`config.mk`:
```
export PLATFORM = sky130hd
export DESIGN_NAME = regbank_wr_arbiter
export DESIGN_NICKNAME = d
export VERILOG_FILES = /design/src/rtl/regbank_wr_arbiter_pkg.sv /design/src/rtl/regbank_wr_arbiter_rr_arb2.sv /design/src/rtl/regbank_wr_arbiter.sv
export SDC_FILE = /design/constraint.sdc
export NUM_CORES = 1
export LEC_CHECK = 0
export ABC_AREA = 1
export BUFFER_PORTS_ARGS = -buffer_cell sky130_fd_sc_hd__buf_2
export CORE_MARGIN = 2
export CORE_UTILIZATION = 54
export CTS_CLUSTER_SIZE = 8
export DETAILED_ROUTE_END_ITERATION = 12
export HOLD_SLACK_MARGIN = 0.12
export PLACE_DENSITY = 0.77
export SYNTH_ARGS = -nofsm -noshare
export SYNTH_HDL_FRONTEND = slang
export SYNTH_SLANG_ARGS = --single-unit
```
`constraint.sdc`:
```
create_clock -name CLK -period 1.9 [get_ports CLK]
set_clock_uncertainty 0.2 [all_clocks]
set_input_delay 0.285 -clock CLK [delete_from_list [all_inputs] [get_ports CLK]]
set_output_delay 0.285 -clock CLK [all_outputs]
set_load 0.1 [all_outputs]
```
`src/rtl/regbank_wr_arbiter_pkg.sv`:
```
// Shared types for the two-requester register-bank write arbiter.
//   state_e  : arbiter FSM states
//   id_t     : requester identifier (0 or 1)
//   LAST_RST : reset value of the last-winner pointer, so requester 0
//              wins the first contention after reset
package regbank_wr_arbiter_pkg;

    typedef enum logic {
        IDLE   = 1'b0,
        COMMIT = 1'b1
    } state_e;

    typedef logic id_t;

    localparam id_t LAST_RST = 1'b1;

endpackage

```
`src/rtl/regbank_wr_arbiter_rr_arb2.sv`:
```
// Combinational 2-way round-robin picker.
//   req[1:0]  : request vector, bit i = requester i
//   last      : requester that won the previous grant
//   winner_id : selected requester (only meaningful when any=1)
//   any       : at least one request is pending
module rr_arb2
    import regbank_wr_arbiter_pkg::*;
(
    input  logic [1:0] req,
    input  id_t        last,
    output id_t        winner_id,
    output logic       any
);

    // Contention favours the requester that did not win last time.
    always_comb begin
        any       = |req;
        winner_id = 1'b0;
        if (req == 2'b11) begin
            winner_id = ~last;
        end else if (req[1]) begin
            winner_id = 1'b1;
        end
    end

endmodule

```
`src/rtl/regbank_wr_arbiter.sv`:
```
// Round-robin write arbiter in front of a shared DEPTH x WIDTH register bank.
// Every write takes a grant cycle (IDLE -> COMMIT) and a commit cycle
// (COMMIT -> IDLE); a registered read port runs independently.
//   CLK, RN               : clock, asynchronous active-low reset
//   REQ0/ADDR0/WDATA0     : requester 0 write request, address, data
//   GNT0                  : one-cycle grant pulse to requester 0
//   REQ1/ADDR1/WDATA1     : requester 1 write request, address, data
//   GNT1                  : one-cycle grant pulse to requester 1
//   RADDR / RDATA         : read address / registered read data (0 if out of range)
//   BUSY                  : high while the FSM is in COMMIT
//   WR_DROP               : one-cycle pulse after a commit to an address >= DEPTH
module regbank_wr_arbiter
    import regbank_wr_arbiter_pkg::*;
#(
    parameter int unsigned WIDTH = 8,
    parameter int unsigned DEPTH = 4,
    parameter int unsigned AW    = 2
) (
    input  logic             CLK,
    input  logic             RN,
    input  logic             REQ0,
    input  logic [AW-1:0]    ADDR0,
    input  logic [WIDTH-1:0] WDATA0,
    output logic             GNT0,
    input  logic             REQ1,
    input  logic [AW-1:0]    ADDR1,
    input  logic [WIDTH-1:0] WDATA1,
    output logic             GNT1,
    input  logic [AW-1:0]    RADDR,
    output logic [WIDTH-1:0] RDATA,
    output logic             BUSY,
    output logic             WR_DROP
);

    state_e           state_q, state_d;
    id_t              last_q, last_d;
    logic             gnt0_q, gnt0_d;
    logic             gnt1_q, gnt1_d;
    logic             busy_q, busy_d;
    logic             drop_q, drop_d;
    logic [WIDTH-1:0] rdata_q, rdata_d;

    // Staging for the write in flight; the grant flops double as its id.
    logic [AW-1:0]    stg_addr_q;
    logic [WIDTH-1:0] stg_data_q;

    logic [WIDTH-1:0] bank [DEPTH];

    id_t  win_c;
    logic any_c;
    logic cap_c;
    logic wr_en_c;
    logic stg_in_range_c;
    logic rd_in_range_c;

    rr_arb2 u_arb (
        .req       ({REQ1, REQ0}),
        .last      (last_q),
        .winner_id (win_c),
        .any       (any_c)
    );

    assign stg_in_range_c = 32'(stg_addr_q) < DEPTH;
    assign rd_in_range_c  = 32'(RADDR) < DEPTH;
    // state_q is cleared asynchronously, so a reset during COMMIT blocks the write.
    assign wr_en_c        = (state_q == COMMIT) && stg_in_range_c;

    // Next-state and next-output logic.
    always_comb begin
        state_d = state_q;
        last_d  = last_q;
        gnt0_d  = 1'b0;
        gnt1_d  = 1'b0;
        busy_d  = 1'b0;
        drop_d  = 1'b0;
        cap_c   = 1'b0;
        rdata_d = rd_in_range_c ? bank[RADDR] : '0;
        case (state_q)
            IDLE: begin
                if (any_c) begin
                    cap_c   = 1'b1;
                    last_d  = win_c;
                    gnt0_d  = (win_c == 1'b0);
                    gnt1_d  = (win_c == 1'b1);
                    busy_d  = 1'b1;
                    state_d = COMMIT;
                end
            end
            COMMIT: begin
                drop_d  = ~stg_in_range_c;
                state_d = IDLE;
            end
            default: state_d = IDLE;
        endcase
    end

    // Control and output registers.
    always_ff @(posedge CLK or negedge RN) begin
        if (!RN) begin
            state_q <= IDLE;
            last_q  <= LAST_RST;
            gnt0_q  <= 1'b0;
            gnt1_q  <= 1'b0;
            busy_q  <= 1'b0;
            drop_q  <= 1'b0;
            rdata_q <= '0;
        end else begin
            state_q <= state_d;
            last_q  <= last_d;
            gnt0_q  <= gnt0_d;
            gnt1_q  <= gnt1_d;
            busy_q  <= busy_d;
            drop_q  <= drop_d;
            rdata_q <= rdata_d;
        end
    end

    // Staging capture on grant; no reset needed.
    always_ff @(posedge CLK) begin
        if (cap_c) begin
            stg_addr_q <= (win_c == 1'b1) ? ADDR1 : ADDR0;
            stg_data_q <= (win_c == 1'b1) ? WDATA1 : WDATA0;
        end
    end

    // Bank storage: plain non-resettable flops.
    always_ff @(posedge CLK) begin
        if (wr_en_c) begin
            bank[stg_addr_q] <= stg_data_q;
        end
    end

    assign GNT0    = gnt0_q;
    assign GNT1    = gnt1_q;
    assign BUSY    = busy_q;
    assign WR_DROP = drop_q;
    assign RDATA   = rdata_q;

endmodule
```
==> results.md <==
| Item | Value | Unit |
| --- | --- | --- |
| Post-synthesis area per instance | 10.9 | sq um |
| Highest achievable clock rate | 544 | MHz |
| Endpoints failing hold | 0 | - |
| Final Wtd Congestion | 0.700 | - |
| Max Root-Sink Buffers | 2 | - |
| Fraction of the yosys area taken by sequential cells | 0.718 | - |
| Clock input transition at the sequential cells of the worst setup and hold paths | 0.09 | ns |
| DP HPWL | 2550 | microns |
| Max H-tree Level | 2 | - |
| Hold Path Stages | 3 | - |
| Clock tree from TritonCTS | yes | - |
| Top cells by area in the synthesized netlist | sky130_fd_sc_hd__edfxtp_1 58%, sky130_fd_sc_hd__dfrtp_1 13%, sky130_fd_sc_hd__nand2_1 12%, sky130_fd_sc_hd__inv_1 6.7%, sky130_fd_sc_hd__nand3_1 3.9% | - |
| Most common library cell in the layout ignoring fill and taps | sky130_fd_sc_hd__nand2_1 | - |
| Ratio of total power to cell area | 930 | mW/mm^2 |
| TritonCTS Sinks | 54 | - |
| FF+latch count, synth | 54 | - |
| Min-delay worst type | primary input to flop | - |
| R2r setup slk | 0.06 | ns |
| Drc violations | 0 | - |
| End of the worst hold path | RDATA[4] | - |
| Antenna fix cells | 0 | - |
| Die area | 0.00455 | sq mm |
| Remaining Overflow, GRT | 0 | - |
| Yosys Warn Count | 0 | - |
| Overall Global Routing Usage | 0.208 | - |
| Wire per inst | 13.2 | microns |
| Cell area after synthesis | 0.00218 | sq mm |
| Port Buffers | 36 | - |
| Clock buffers created by TritonCTS | 5 | - |
| Reg2Reg Depth | 4 | - |
| Cell taking the most area after synthesis | sky130_fd_sc_hd__edfxtp_1 | - |
| Count of different cell masters after synthesis | 16 | - |
| Starting Density | 0.552 | - |
| Via count of the first global-routing pass | 1457 | - |
| Unrepaired setup endpoints after global routing | no | - |
| First-pass GRT wire length | 6570 | microns |
| Max-slew violation count | 0 | - |
| Endpoint required time on the critical path | 1.75 | ns |
| P_leak | 1.30 | nW |
| Startpoint of the lowest-slack register-to-register path | last_q | - |
| Max-capacitance violation count | 0 | - |
| Maximum number of pins on one net before global-route repair | 18 | - |
| Beginning of the worst hold path | RADDR[1] | - |
| Die X-Extent | 67.5 | microns |
| Die H | 67.5 | microns |
| Number of antenna violations at the first check in global routing | 0 | - |
| Arr. time, crit path | 1.69 | ns |
| Core outline area | 0.00394 | sq mm |
| Via total after detailed routing | 1477 | - |
| Worst Path Max Fanout | 11 | - |
| Reg-to-reg endpoint | stg_data_q[5] | - |
| Average vias per placed instance | 4.70 | - |
| Violation count after the first detailed-route iteration | 82 | - |
| Final wirelength | 4140 | microns |
| Synthesized netlist net count | 225 | - |
| Post-synthesis cell count | 199 | - |
| Number of placement rows | 23 | - |
| Layout overhead on the synthesized area | 24.9 | % |
| Nature of the critical path endpoint | flop | - |
| Total setup buffers inserted after CTS | 0 | - |
| Element type at the critical path start | flop | - |
| Run status | finished clean | - |
| Pre-antenna DRT Iters | 5 | - |
| Master cell of the clock root buffer | sky130_fd_sc_hd__clkbuf_8 | - |
| Maximum vdd ir drop | 0.000662 | V |
| Class of the most critical setup path | flop to flop | - |
| Most used cells in the layout excluding fill and tap cells | 71 x sky130_fd_sc_hd__nand2_1, 42 x sky130_fd_sc_hd__edfxtp_1, 39 x sky130_fd_sc_hd__inv_1, 36 x sky130_fd_sc_hd__buf_2, 22 x sky130_fd_sc_hd__dlygate4sd3_1 | - |
| Ports placed on the boundary | 38 | - |
| Area fraction of the dominant cell type after synthesis | 0.580 | - |
| Final critical-path share of the clock period | 0.968 | - |
| Total power consumption of the routed design | 0.00253 | W |
| Clock insertion delay at the later pin of the skew report | 0.30 | ns |
| Minimum clock period | 1.84 | ns |
| Worst hold margin | 0.134 | ns |
| Ratio of cells with drive above 1 in the final layout | 0.201 | - |
| Count of nets after finishing | 289 | - |
| Final setup vio count | 0 | - |
| Post-DRT Antenna Nets | 0 | - |
==> repair_timing <==
action,in CTS,in global routing
hold buffers,22,0
endpoints found under the setup margin,0,9
resized for setup,0,3
endpoints found under the hold margin,24,0
==> synth_stat cells (all sizes together) <==
master and number:
o21ai 1, nor3 4, nand3 17, buf 6
conb 1, nor2 1, a21oi 1, nand2 74
dfrtp 11, edfxtp 42, dfstp 1, inv 40
==> layout make-up <==
type / instances / area (sq um)
multi-input combinational: 100 / 430
clock buffer: 8 / 80.1
inverter: 40 / 150
timing repair buffer: 62 / 430
fill: 277 / 1220
sequential: 54 / 1560
tap: 50 / 62.6
==> worst max-delay path: stages (launching register included) <==
cell and delay (ns):
sky130_fd_sc_hd__dfstp_2 0.59, sky130_fd_sc_hd__a21oi_4 0.11, sky130_fd_sc_hd__nand2_1 0.08, sky130_fd_sc_hd__nand2_1 0.05
sky130_fd_sc_hd__dlygate4sd3_1 0.56
==> kinds of logic after synthesis <==
logic type      synth area share
other cells              0.00172
buf+inv                   0.0937
flops                      0.718
compound gates           0.00632
simple gates               0.180
==> stage by stage <==
stage	TNS [ns]	setup slack, ns	instance area, sq um	std cells	util
after floorplan	-4.84	-0.151	2180	199	-
after global placement	0	0.402	2400	283	0.608
after detailed placement	0	0.284	2400	283	0.608
after CTS	0	0.0352	2700	313	0.684
after global routing	0	0.0167	2720	314	0.689
final	0	0.0605	2720	314	0.689
==> layer usage <==
metal | vias up | wire length (microns) | global-route usage
met5 | - | 0 | 0
met1 | 668 | 1660 | 0.230
li1 | 745 | - | -
met2 | 54 | 2200 | 0.375
met3 | 10 | 196 | 0.0567
met4 | 0 | 87 | 0.0893
==> worst max path at each step <==
stage / from / end / slack (ns)
floorplan: BUSY / bank[0][0] / -0.15
global placement: BUSY / stg_data_q[1] / 0.40
detailed placement: BUSY / stg_data_q[1] / 0.28
CTS: last_q / stg_data_q[5] / 0.04
global route: last_q / stg_data_q[5] / 0.02
finish: last_q / stg_data_q[5] / 0.06
==> power breakdown <==
part           switching (W)  internal (W)
clock               0.000338      0.000263
combinational       0.000344      0.000134
sequential         0.0000468       0.00140
==> state kept, by name, summed over array words and instances (netlist names) <==
register and count:
GNT1 1, bank 32, stg_addr_q 2, GNT0 1, RDATA 8, last_q 1
BUSY 1, stg_data_q 8
(Power assumes the default switching activity.)
